$ cat config.mk
export PLATFORM = sky130hd
export DESIGN_NAME = call_stack_flat
export DESIGN_NICKNAME = d
export VERILOG_FILES = /design/src/rtl/stack_pkg.sv /design/src/rtl/call_stack_if.sv /design/src/rtl/stack_ram.sv /design/src/rtl/call_stack.sv /design/src/flat_wrapper.sv
export SDC_FILE = /design/constraint.sdc
export NUM_CORES = 1
export LEC_CHECK = 0
export CORE_MARGIN = 5
export CORE_UTILIZATION = 42
export DETAILED_ROUTE_END_ITERATION = 10
export PLACE_DENSITY_LB_ADDON = 0.2
export SYNTH_ARGS = -nofsm -noshare
export SYNTH_HDL_FRONTEND = slang
export SYNTH_HIERARCHICAL = 1
export SYNTH_SLANG_ARGS = --single-unit
$ cat constraint.sdc
create_clock -name clk -period 7 [get_ports clk]
set_input_delay 0.7 -clock clk [delete_from_list [all_inputs] [get_ports clk]]
set_output_delay 0.7 -clock clk [all_outputs]
set_load 0.005 [all_outputs]
$ cat src/rtl/stack_pkg.sv
// Shared types and width helpers for the return-address stack.
package stack_pkg;

    typedef enum logic {
        STK_SAT  = 1'b0,
        STK_WRAP = 1'b1
    } stack_mode_t;

    // Bits needed to hold an occupancy of 0..depth inclusive.
    function automatic int unsigned cnt_width(input int unsigned depth);
        return $clog2(depth + 1);
    endfunction

endpackage

$ cat src/rtl/call_stack_if.sv
// Command/status bundle of the return-address stack; master drives the commands.
interface call_stack_if #(
    parameter int unsigned WIDTH = 12,
    parameter int unsigned DEPTH = 8
);
    import stack_pkg::*;

    localparam int unsigned CW = cnt_width(DEPTH);

    logic             push;
    logic             pop;
    logic             flush;
    logic [WIDTH-1:0] wdata;
    logic [WIDTH-1:0] rdata;
    logic [CW-1:0]    count;
    logic             empty;
    logic             full;
    logic             ovf;
    logic             udf;

    modport master (
        output push, pop, flush, wdata,
        input  rdata, count, empty, full, ovf, udf
    );

    modport slave (
        input  push, pop, flush, wdata,
        output rdata, count, empty, full, ovf, udf
    );

endinterface

$ cat src/rtl/stack_ram.sv
// DEPTH x WIDTH register array: one synchronous write port, one asynchronous read port.
module stack_ram #(
    parameter int unsigned WIDTH = 12,
    parameter int unsigned DEPTH = 8,
    localparam int unsigned AW   = $clog2(DEPTH)
) (
    input  logic             clk,
    input  logic             rst_n,
    input  logic             we,
    input  logic [AW-1:0]    waddr,
    input  logic [WIDTH-1:0] wdata,
    input  logic [AW-1:0]    raddr,
    output logic [WIDTH-1:0] rdata
);

    logic [WIDTH-1:0] mem [DEPTH];

    always_ff @(posedge clk) begin
        if (!rst_n) begin
            for (int i = 0; i < int'(DEPTH); i++) begin
                mem[i] <= '0;
            end
        end else if (we) begin
            mem[waddr] <= wdata;
        end
    end

    assign rdata = mem[raddr];

endmodule

$ cat src/rtl/call_stack.sv
// Return-address stack: pointer, occupancy, sticky error flags and operation decode.
module call_stack
    import stack_pkg::*;
#(
    parameter int unsigned WIDTH = 12,
    parameter int unsigned DEPTH = 8,
    parameter stack_mode_t MODE  = STK_SAT
) (
    input  logic       clk,
    input  logic       rst_n,
    call_stack_if.slave bus
);

    localparam int unsigned AW = $clog2(DEPTH);
    localparam int unsigned CW = cnt_width(DEPTH);

    logic [AW-1:0]    top_q, top_d;
    logic [CW-1:0]    count_q, count_d;
    logic             ovf_q, ovf_d;
    logic             udf_q, udf_d;
    logic             we;
    logic [AW-1:0]    waddr;
    logic [WIDTH-1:0] ram_rdata;
    logic             is_empty, is_full;

    assign is_empty = (count_q == '0);
    assign is_full  = (count_q == CW'(DEPTH));

    always_comb begin
        top_d   = top_q;
        count_d = count_q;
        ovf_d   = ovf_q;
        udf_d   = udf_q;
        we      = 1'b0;
        waddr   = top_q + AW'(1);

        if (bus.flush) begin
            top_d   = AW'(DEPTH - 1);
            count_d = '0;
            ovf_d   = 1'b0;
            udf_d   = 1'b0;
        end else if (bus.push && bus.pop && !is_empty) begin
            // Replace top: pointer and count hold, never an error.
            we    = 1'b1;
            waddr = top_q;
        end else if (bus.push) begin
            if (!is_full || MODE == STK_WRAP) begin
                top_d = top_q + AW'(1);
                we    = 1'b1;
            end
            if (is_full) begin
                ovf_d = 1'b1;
            end else begin
                count_d = count_q + CW'(1);
            end
        end else if (bus.pop) begin
            if (is_empty) begin
                udf_d = 1'b1;
            end else begin
                top_d   = top_q - AW'(1);
                count_d = count_q - CW'(1);
            end
        end
    end

    always_ff @(posedge clk) begin
        if (!rst_n) begin
            top_q   <= AW'(DEPTH - 1);
            count_q <= '0;
            ovf_q   <= 1'b0;
            udf_q   <= 1'b0;
        end else begin
            top_q   <= top_d;
            count_q <= count_d;
            ovf_q   <= ovf_d;
            udf_q   <= udf_d;
        end
    end

    stack_ram #(
        .WIDTH (WIDTH),
        .DEPTH (DEPTH)
    ) u_ram (
        .clk   (clk),
        .rst_n (rst_n),
        .we    (we),
        .waddr (waddr),
        .wdata (bus.wdata),
        .raddr (top_q),
        .rdata (ram_rdata)
    );

    assign bus.rdata = is_empty ? '0 : ram_rdata;
    assign bus.count = count_q;
    assign bus.empty = is_empty;
    assign bus.full  = is_full;
    assign bus.ovf   = ovf_q;
    assign bus.udf   = udf_q;

endmodule

$ cat src/flat_wrapper.sv
// flat-port wrapper written by rule: the top's interface ports become plain ports
module call_stack_flat import stack_pkg::*;
#(
    parameter int unsigned WIDTH = 12,
    parameter int unsigned DEPTH = 8,
    parameter stack_mode_t MODE  = STK_SAT
)
  (clk, rst_n, bus_push, bus_pop, bus_flush, bus_wdata, bus_rdata, bus_count, bus_empty, bus_full, bus_ovf, bus_udf);
  call_stack_if #(.WIDTH(WIDTH), .DEPTH(DEPTH)) bus_i ();
  input  logic clk;
  input  logic rst_n;
  input wire logic [$bits(bus_i.push)-1:0] bus_push;
  input wire logic [$bits(bus_i.pop)-1:0] bus_pop;
  input wire logic [$bits(bus_i.flush)-1:0] bus_flush;
  input wire logic [$bits(bus_i.wdata)-1:0] bus_wdata;
  output wire logic [$bits(bus_i.rdata)-1:0] bus_rdata;
  output wire logic [$bits(bus_i.count)-1:0] bus_count;
  output wire logic [$bits(bus_i.empty)-1:0] bus_empty;
  output wire logic [$bits(bus_i.full)-1:0] bus_full;
  output wire logic [$bits(bus_i.ovf)-1:0] bus_ovf;
  output wire logic [$bits(bus_i.udf)-1:0] bus_udf;
  assign bus_i.push = bus_push;
  assign bus_i.pop = bus_pop;
  assign bus_i.flush = bus_flush;
  assign bus_i.wdata = bus_wdata;
  assign bus_rdata = bus_i.rdata;
  assign bus_count = bus_i.count;
  assign bus_empty = bus_i.empty;
  assign bus_full = bus_i.full;
  assign bus_ovf = bus_i.ovf;
  assign bus_udf = bus_i.udf;
  call_stack #(.WIDTH(WIDTH), .DEPTH(DEPTH), .MODE(MODE)) u_core (.clk(clk), .rst_n(rst_n), .bus(bus_i));
endmodule
After elaboration in Yosys (flattened, before gate mapping)
Memory sizes are Yosys's and may differ from the RTL's. A register that Yosys moved wholly into a read port is not among the register bits.
Index checks and enable logic that the tools add are counted.
- flip-flop bits (word level): 9
- latch bits: 0
- RAM bits: 96
- bits in read-only memories: 0
- input bits: 17
- output and inout bits: 20
- word-level logic and storage cells: 49
- memories kept: 1
- $add $sub $neg: 4
- multiply operators: 0
- divide/modulo/power cells: 0
- order comparisons: 0
- equality and inequality tests: 3
- shift operators: 0
- muxes and demuxes: 24
- bitwise gates (word level): 3
- reductions and logical operators: 10
- memory list (memory ; depth ; width ; read ports ; clocked after memory_dff ; wr ports ; RTL line ; source):
    u_core.u_ram.mem ; 8 ; 12 ; 1 ; 1 ; 8 ; stack_ram.sv:16 ; logic [WIDTH-1:0] mem [DEPTH];
- operator list (operator ; number):
    3-bit two-way mux ; 9
    12-bit two-way mux ; 2
    4-bit two-way mux ; 4
    12-bit OR reduction ; 1
    1-bit two-way mux ; 9
    4-bit AND reduction ; 2
    4-bit by 1-bit adder with 4-bit output (second input constant) ; 1
    4-bit equality test (second input constant) ; 1
    4-bit logical NOT ; 1
    2-bit != test (second input constant) ; 2
    4-bit by 1-bit subtractor with 4-bit output (second input constant) ; 1
    3-bit by 1-bit adder with 3-bit output (second input constant) ; 1
    1-bit NOT ; 3
    3-bit AND reduction ; 1
    3-bit by 1-bit subtractor with 3-bit output (second input constant) ; 1
    1-bit logical AND ; 2
    2-bit nonzero test ; 1
    2-bit OR reduction ; 1
    1-bit logical NOT ; 1

Logic depth before layout (Yosys ltp)
- depth after elaboration: 10
- gate-level depth with buffers: 9
- mapped depth without buffers: 6

Modules after synthesis
The synthesis kept the hierarchy.
- modules (own cells, without submodules) (module ; times used ; cells each ; area each (sq um) ; seq. area each (sq um)):
    stack_ram ; 1 ; 283 ; 4371.7 ; 2882.8
    call_stack ; 1 ; 81 ; 686.9 ; 180.2

Worst setup path before layout
OpenSTA, ideal clock, no wires.
- path kind: input-to-reg
- start point: input bus_push
- end point: memory u_core.u_ram.mem[1][0] (enable)
- library setup time: 398 ps
- data arrival time: 3177 ps
- required time: 6602 ps
- slack: 3425 ps
- stages: 7
- buffers on the path: 2
- cell sequence: buf_4 inv_1 nor4_1 mux2_2 or2_2 clkbuf_1 o21ai_0
- RTL lines (item ; RTL line ; source):
    start, declared ; flat_wrapper.sv:12 ; input wire logic [$bits(bus_i.push)-1:0] bus_push;
    end, declared ; stack_ram.sv:16 ;

==> summary.md <==
| Metric | Value |
|---|---|
| Number of enable flip-flop cells after synthesis | 96 |
| Number of diodes added for antenna fixing | 0 |
| Total number of nets in the final design | 403 |
| Post-synth design cell area | 0.00506 mm2 |
| Sinks on the clock net | 105 |
| Final hold violation count | 0 |
| Top layer in use | met4 |
| Top cell family by delay on the critical path | simple AND/OR/NAND/NOR gates |
| Final worst-path setup slack | 2.55 ns |
| Largest net degree at the start of global routing | 53 |
| Cell Int Power | 0.00110 W |
| Count of endpoints failing setup in the final report | 0 |
| Number of pins exceeding their max-slew limit in the final report | 0 |
| Syn avg cell area | 13.9 um2 |
| Achievable Freq | 0.225 GHz |
| Register share of total power | 50.1% |
| Worst min-delay path category | flip-flop to flip-flop |
| H-Tree Level Count | 3 |
| Max-capacitance violation count | 0 |
| Max_slew headroom | 28.0% |
| Area overhead of the layout relative to synthesis | 14.2% |
| Cell Pwr Density | 256 mW/mm2 |
| Cell row count | 40 |
| Post-synthesis adder-cell area fraction | 1.39% |
| Minimum clock period after layout | between 4 and 5 ns |
| CP Cell Sequence | clkdlybuf4s50_1, inv_1, nor4_1, mux2_2, nand2b_1, o21ai_1 |
| Switching part of the total power | 25.4% |
| Die Span Y | between 100 and 150 um |
| Status | complete, no violations |
| Post-DR wirelength/cell | 22.9 um |
| Fraction of synthesized area in multiplexers | 15.6% |
| Combinational family with the most area after synthesis | multiplexers |
| Filler Cell Count | 1,039 |
| VDD IR-drop max | 0.121 mV |
| Delay of the slowest cell on the worst path | 1.04 ns |
| Global-route wire length before repair | 18,400 um |
| Crit path max fanout | 26 |
| Standby leakage power | 2.00 nW |
| Post-Layout Cell Count | 533 |
| Setup Buffers After CTS | 0 |
| Fin Hold WS | 0.477 ns |
| Setup WS pre-CTS | 2.26 ns |
| Setup TNS | 0 ns |
| Total Routing Usage GR | 17.5% |
| Vias in the first global route | 3,019 |
| CTS tree | built |
| Async set-reset flop share out of synthesis | 0% |
| Share of post-route cells with drive strength above 1 | 10.1% |
| Count of mapped cells out of synthesis | 364 |
| Resized Gates After CTS | 0 |
| Sum of routed wire segments on met1 | 5400 um |
| Via density per instance | 5.84 |
| Placed wire-length estimate after detailed placement | between 8000 and 9000 um |
| Wire length on met2 | 5540 um |
| Part of the total power dissipated in combinational logic | 16.0% |
| Cells after DPL | just over 500 |
| Nature of the critical path startpoint | input port |
| Via Count | 3,113 |
| Die X | 120 um |
| Clk_lat worst skew | 0.34 ns |
| Xor-xnor portion of the synthesized cell area | 1.21% |
| Total iterations of the first detailed-routing run | 5 |
| Buffer levels on the longest clock path | 2 |
| Count of input and output buffers | 36 |
| Total routed wirelength | between 10,000 and 15,000 um |
| DRT antenna net count | 0 |
| Post-CTS Hold Buffers | 0 |
| Data required, critical path | 6.96 ns |
| Sequential share of the synthesized area | 60.5% |
| Die footprint | 0.0143 mm2 |
| Measured slew at the worst slew-check pin | 1.07 ns |
| Initial Util | between 40% and 50% |
| Slowest library cell on the worst path | sky130_fd_sc_hd__o21ai_1 |
| Cts bufs inserted | 9 |
| Detailed Route Iter0 Violations | approximately 270 |
| Clock-pin slew on the worst setup and hold paths | 0.07 ns |
| Number of storage elements in the synthesis netlist | 105 |
| Synth Warn # | 6 |
| Clock Power Share | 33.9% |
| Met3 wire len | around 1100 um |
| Library cells used by synthesis | 38 |
| Synth Area in Simple Gates | approximately 14% |
| Power Total | 0.00148 W |
| Worst setup path category | input port to flip-flop |
| Number of antenna violations at the first check in global routing | 0 |
| Switching power | about 0.00038 W |
| Unrepaired setup endpoints after global routing | no |
| Portion of the clock cycle consumed by the worst path in the final layout | 63.6% |
| Root buffer cell | sky130_fd_sc_hd__clkbuf_16 |
| Flip-flop cell with the highest count after synthesis | sky130_fd_sc_hd__edfxtp_1 |
| Clock tree skew after final layout | 0.00941 ns |
| Overflow left after global routing | 0 |
| Standard cell core area | 0.0119 mm2 |
| Share of the synthesized area in compound gates (AO/OA/AOI/OAI) | 2.89% |
| Global placement routability congestion | 0.848 |
| Number of ports placed on the die boundary | 37 |
| Arrival time of the worst setup path | about 4.4 ns |
| Number of design rule violations left after detail routing | 0 |
| Critical Path Sink Type | flip-flop |
| Buffering stage count on the worst path with inverters included | 2 |
| Post-Synthesis Net Count | 386 |
-- metal layers --
| metal | vias to the layer above | global-route usage, % |
|---|---|---|
| li1 | 1454 | - |
| met1 | 1516 | 24.3 |
| met2 | 134 | 26.5 |
| met3 | 9 | 6.13 |
| met4 | 0 | 4.51 |
| met5 | - | 0 |
-- flip-flops by register name, indices dropped and copies added, names as in the netlist --
register	count
u_core/bus.count	4
u_core/bus.ovf	1
u_core/bus.udf	1
u_core/top_q	3
u_core/u_ram/mem	96
-- area by class of cell --
| type | instances | area [um2] | area share, % |
|---|---|---|---|
| Timing Repair Buffer | 39 | 383 | 6.62 |
| Clock inverter | 5 | 55.1 | 0.953 |
| Clock buffer | 11 | 243 | 4.20 |
| Inverter | 17 | 63.8 | 1.10 |
| Sequential cell | 105 | 3060 | 53.0 |
| Multi-Input combinational cell | 209 | 1790 | 30.9 |
| Tap cell | 147 | 184 | 3.18 |
-- worst paths after layout --
path | from | to | slack [ns] | cells after the start
setup / recovery | bus_push | u_core/u_ram/mem[5][4] | 2.55 | 6
hold / removal | u_core/bus.udf | u_core/bus.udf | 0.48 | 2
setup reg to reg | u_core/bus.count[0] | u_core/u_ram/mem[5][4] | 3.02 | 6
hold reg to reg | u_core/bus.udf | u_core/bus.udf | 0.48 | 2
-- stage by stage --
step	area [um2]	utilization, %
2_1_floorplan	5060	-
3_3_place_gp	5480	46.0
3_5_place_dp	5480	46.0
4_1_cts	5780	48.5
5_1_grt	5780	48.5
6_report	5780	48.5
-- power groups by stage --
stage,Clock (W),Combinational [W],Sequential [W]
after floorplan,0,0.000169,0.000739
after global placement,0,0.000233,0.000755
after detailed placement,0,0.000236,0.000754
after CTS,0.000507,0.000237,0.000741
after global routing,0.000534,0.000256,0.000745
final,0.000502,0.000236,0.000742
-- synthesized netlist by cell type, types with 2 or more instances --
cell type                   instances  area, um2
sky130_fd_sc_hd__nand2b_1           4       25.0
sky130_fd_sc_hd__nor2b_1           13       81.3
sky130_fd_sc_hd__clkbuf_1          24       90.1
sky130_fd_sc_hd__buf_2              3       15.0
sky130_fd_sc_hd__a21oi_1            3       15.0
sky130_fd_sc_hd__nor2_1             7       26.3
sky130_fd_sc_hd__nand2_1            3       11.3
sky130_fd_sc_hd__mux4_1            21        552
sky130_fd_sc_hd__nor3_1            99        495
sky130_fd_sc_hd__edfxtp_1          96       2880
sky130_fd_sc_hd__ha_1               4       50.1
sky130_fd_sc_hd__nand3_1            2       10.0
sky130_fd_sc_hd__buf_6              3       33.8
sky130_fd_sc_hd__a2111oi_0          2       17.5
sky130_fd_sc_hd__dfxtp_1            9        180
sky130_fd_sc_hd__mux2_2            14        158
sky130_fd_sc_hd__mux4_2             3       67.6
sky130_fd_sc_hd__inv_1              5       18.8
sky130_fd_sc_hd__xnor2_1            7       61.3
sky130_fd_sc_hd__buf_4              2       15.0
sky130_fd_sc_hd__a211oi_2           2       25.0
sky130_fd_sc_hd__o21ai_0            9       45.0
sky130_fd_sc_hd__and3_1             2       12.5
sky130_fd_sc_hd__a31oi_1            2       12.5
sky130_fd_sc_hd__clkinv_1          12       45.0
-- cell usage in the layout (no fill, tap or decap), types with 2 or more instances in the layout --
cell type	n
sky130_fd_sc_hd__nor3_1	99
sky130_fd_sc_hd__edfxtp_1	96
sky130_fd_sc_hd__clkdlybuf4s50_1	36
sky130_fd_sc_hd__mux4_1	21
sky130_fd_sc_hd__mux2_2	14
sky130_fd_sc_hd__clkinv_1	13
sky130_fd_sc_hd__nor2b_1	13
sky130_fd_sc_hd__clkbuf_16	9
sky130_fd_sc_hd__o21ai_1	9
sky130_fd_sc_hd__dfxtp_1	9
sky130_fd_sc_hd__xnor2_1	7
sky130_fd_sc_hd__nor2_1	7
sky130_fd_sc_hd__inv_1	5
sky130_fd_sc_hd__nand2b_1	4
sky130_fd_sc_hd__ha_1	4
sky130_fd_sc_hd__a21oi_1	3
sky130_fd_sc_hd__nand2_1	3
sky130_fd_sc_hd__buf_4	3
sky130_fd_sc_hd__mux4_2	3
sky130_fd_sc_hd__and3_1	2
sky130_fd_sc_hd__a211oi_2	2
sky130_fd_sc_hd__a2111oi_0	2
sky130_fd_sc_hd__a31oi_1	2
-- logic make-up after synthesis --
group,count (synthesis)
adders and majority gates,5
and+or+nand+nor,136
AOI/OAI and AO/OA,22
muxes,39
xor gates and xnor gates,7
DFF,105
buffers and inverters,50
-- worst reg2reg max path, cell delays in order, from the launching register on --
cell	delay [ns]
sky130_fd_sc_hd__dfxtp_1	0.41
sky130_fd_sc_hd__nor4_4	0.82
sky130_fd_sc_hd__nor4_1	0.26
sky130_fd_sc_hd__nand2b_1	0.25
sky130_fd_sc_hd__xnor2_1	0.26
sky130_fd_sc_hd__nand2b_1	0.53
sky130_fd_sc_hd__o21ai_1	1.05
Note: power is estimated with default switching activity, not from simulation.
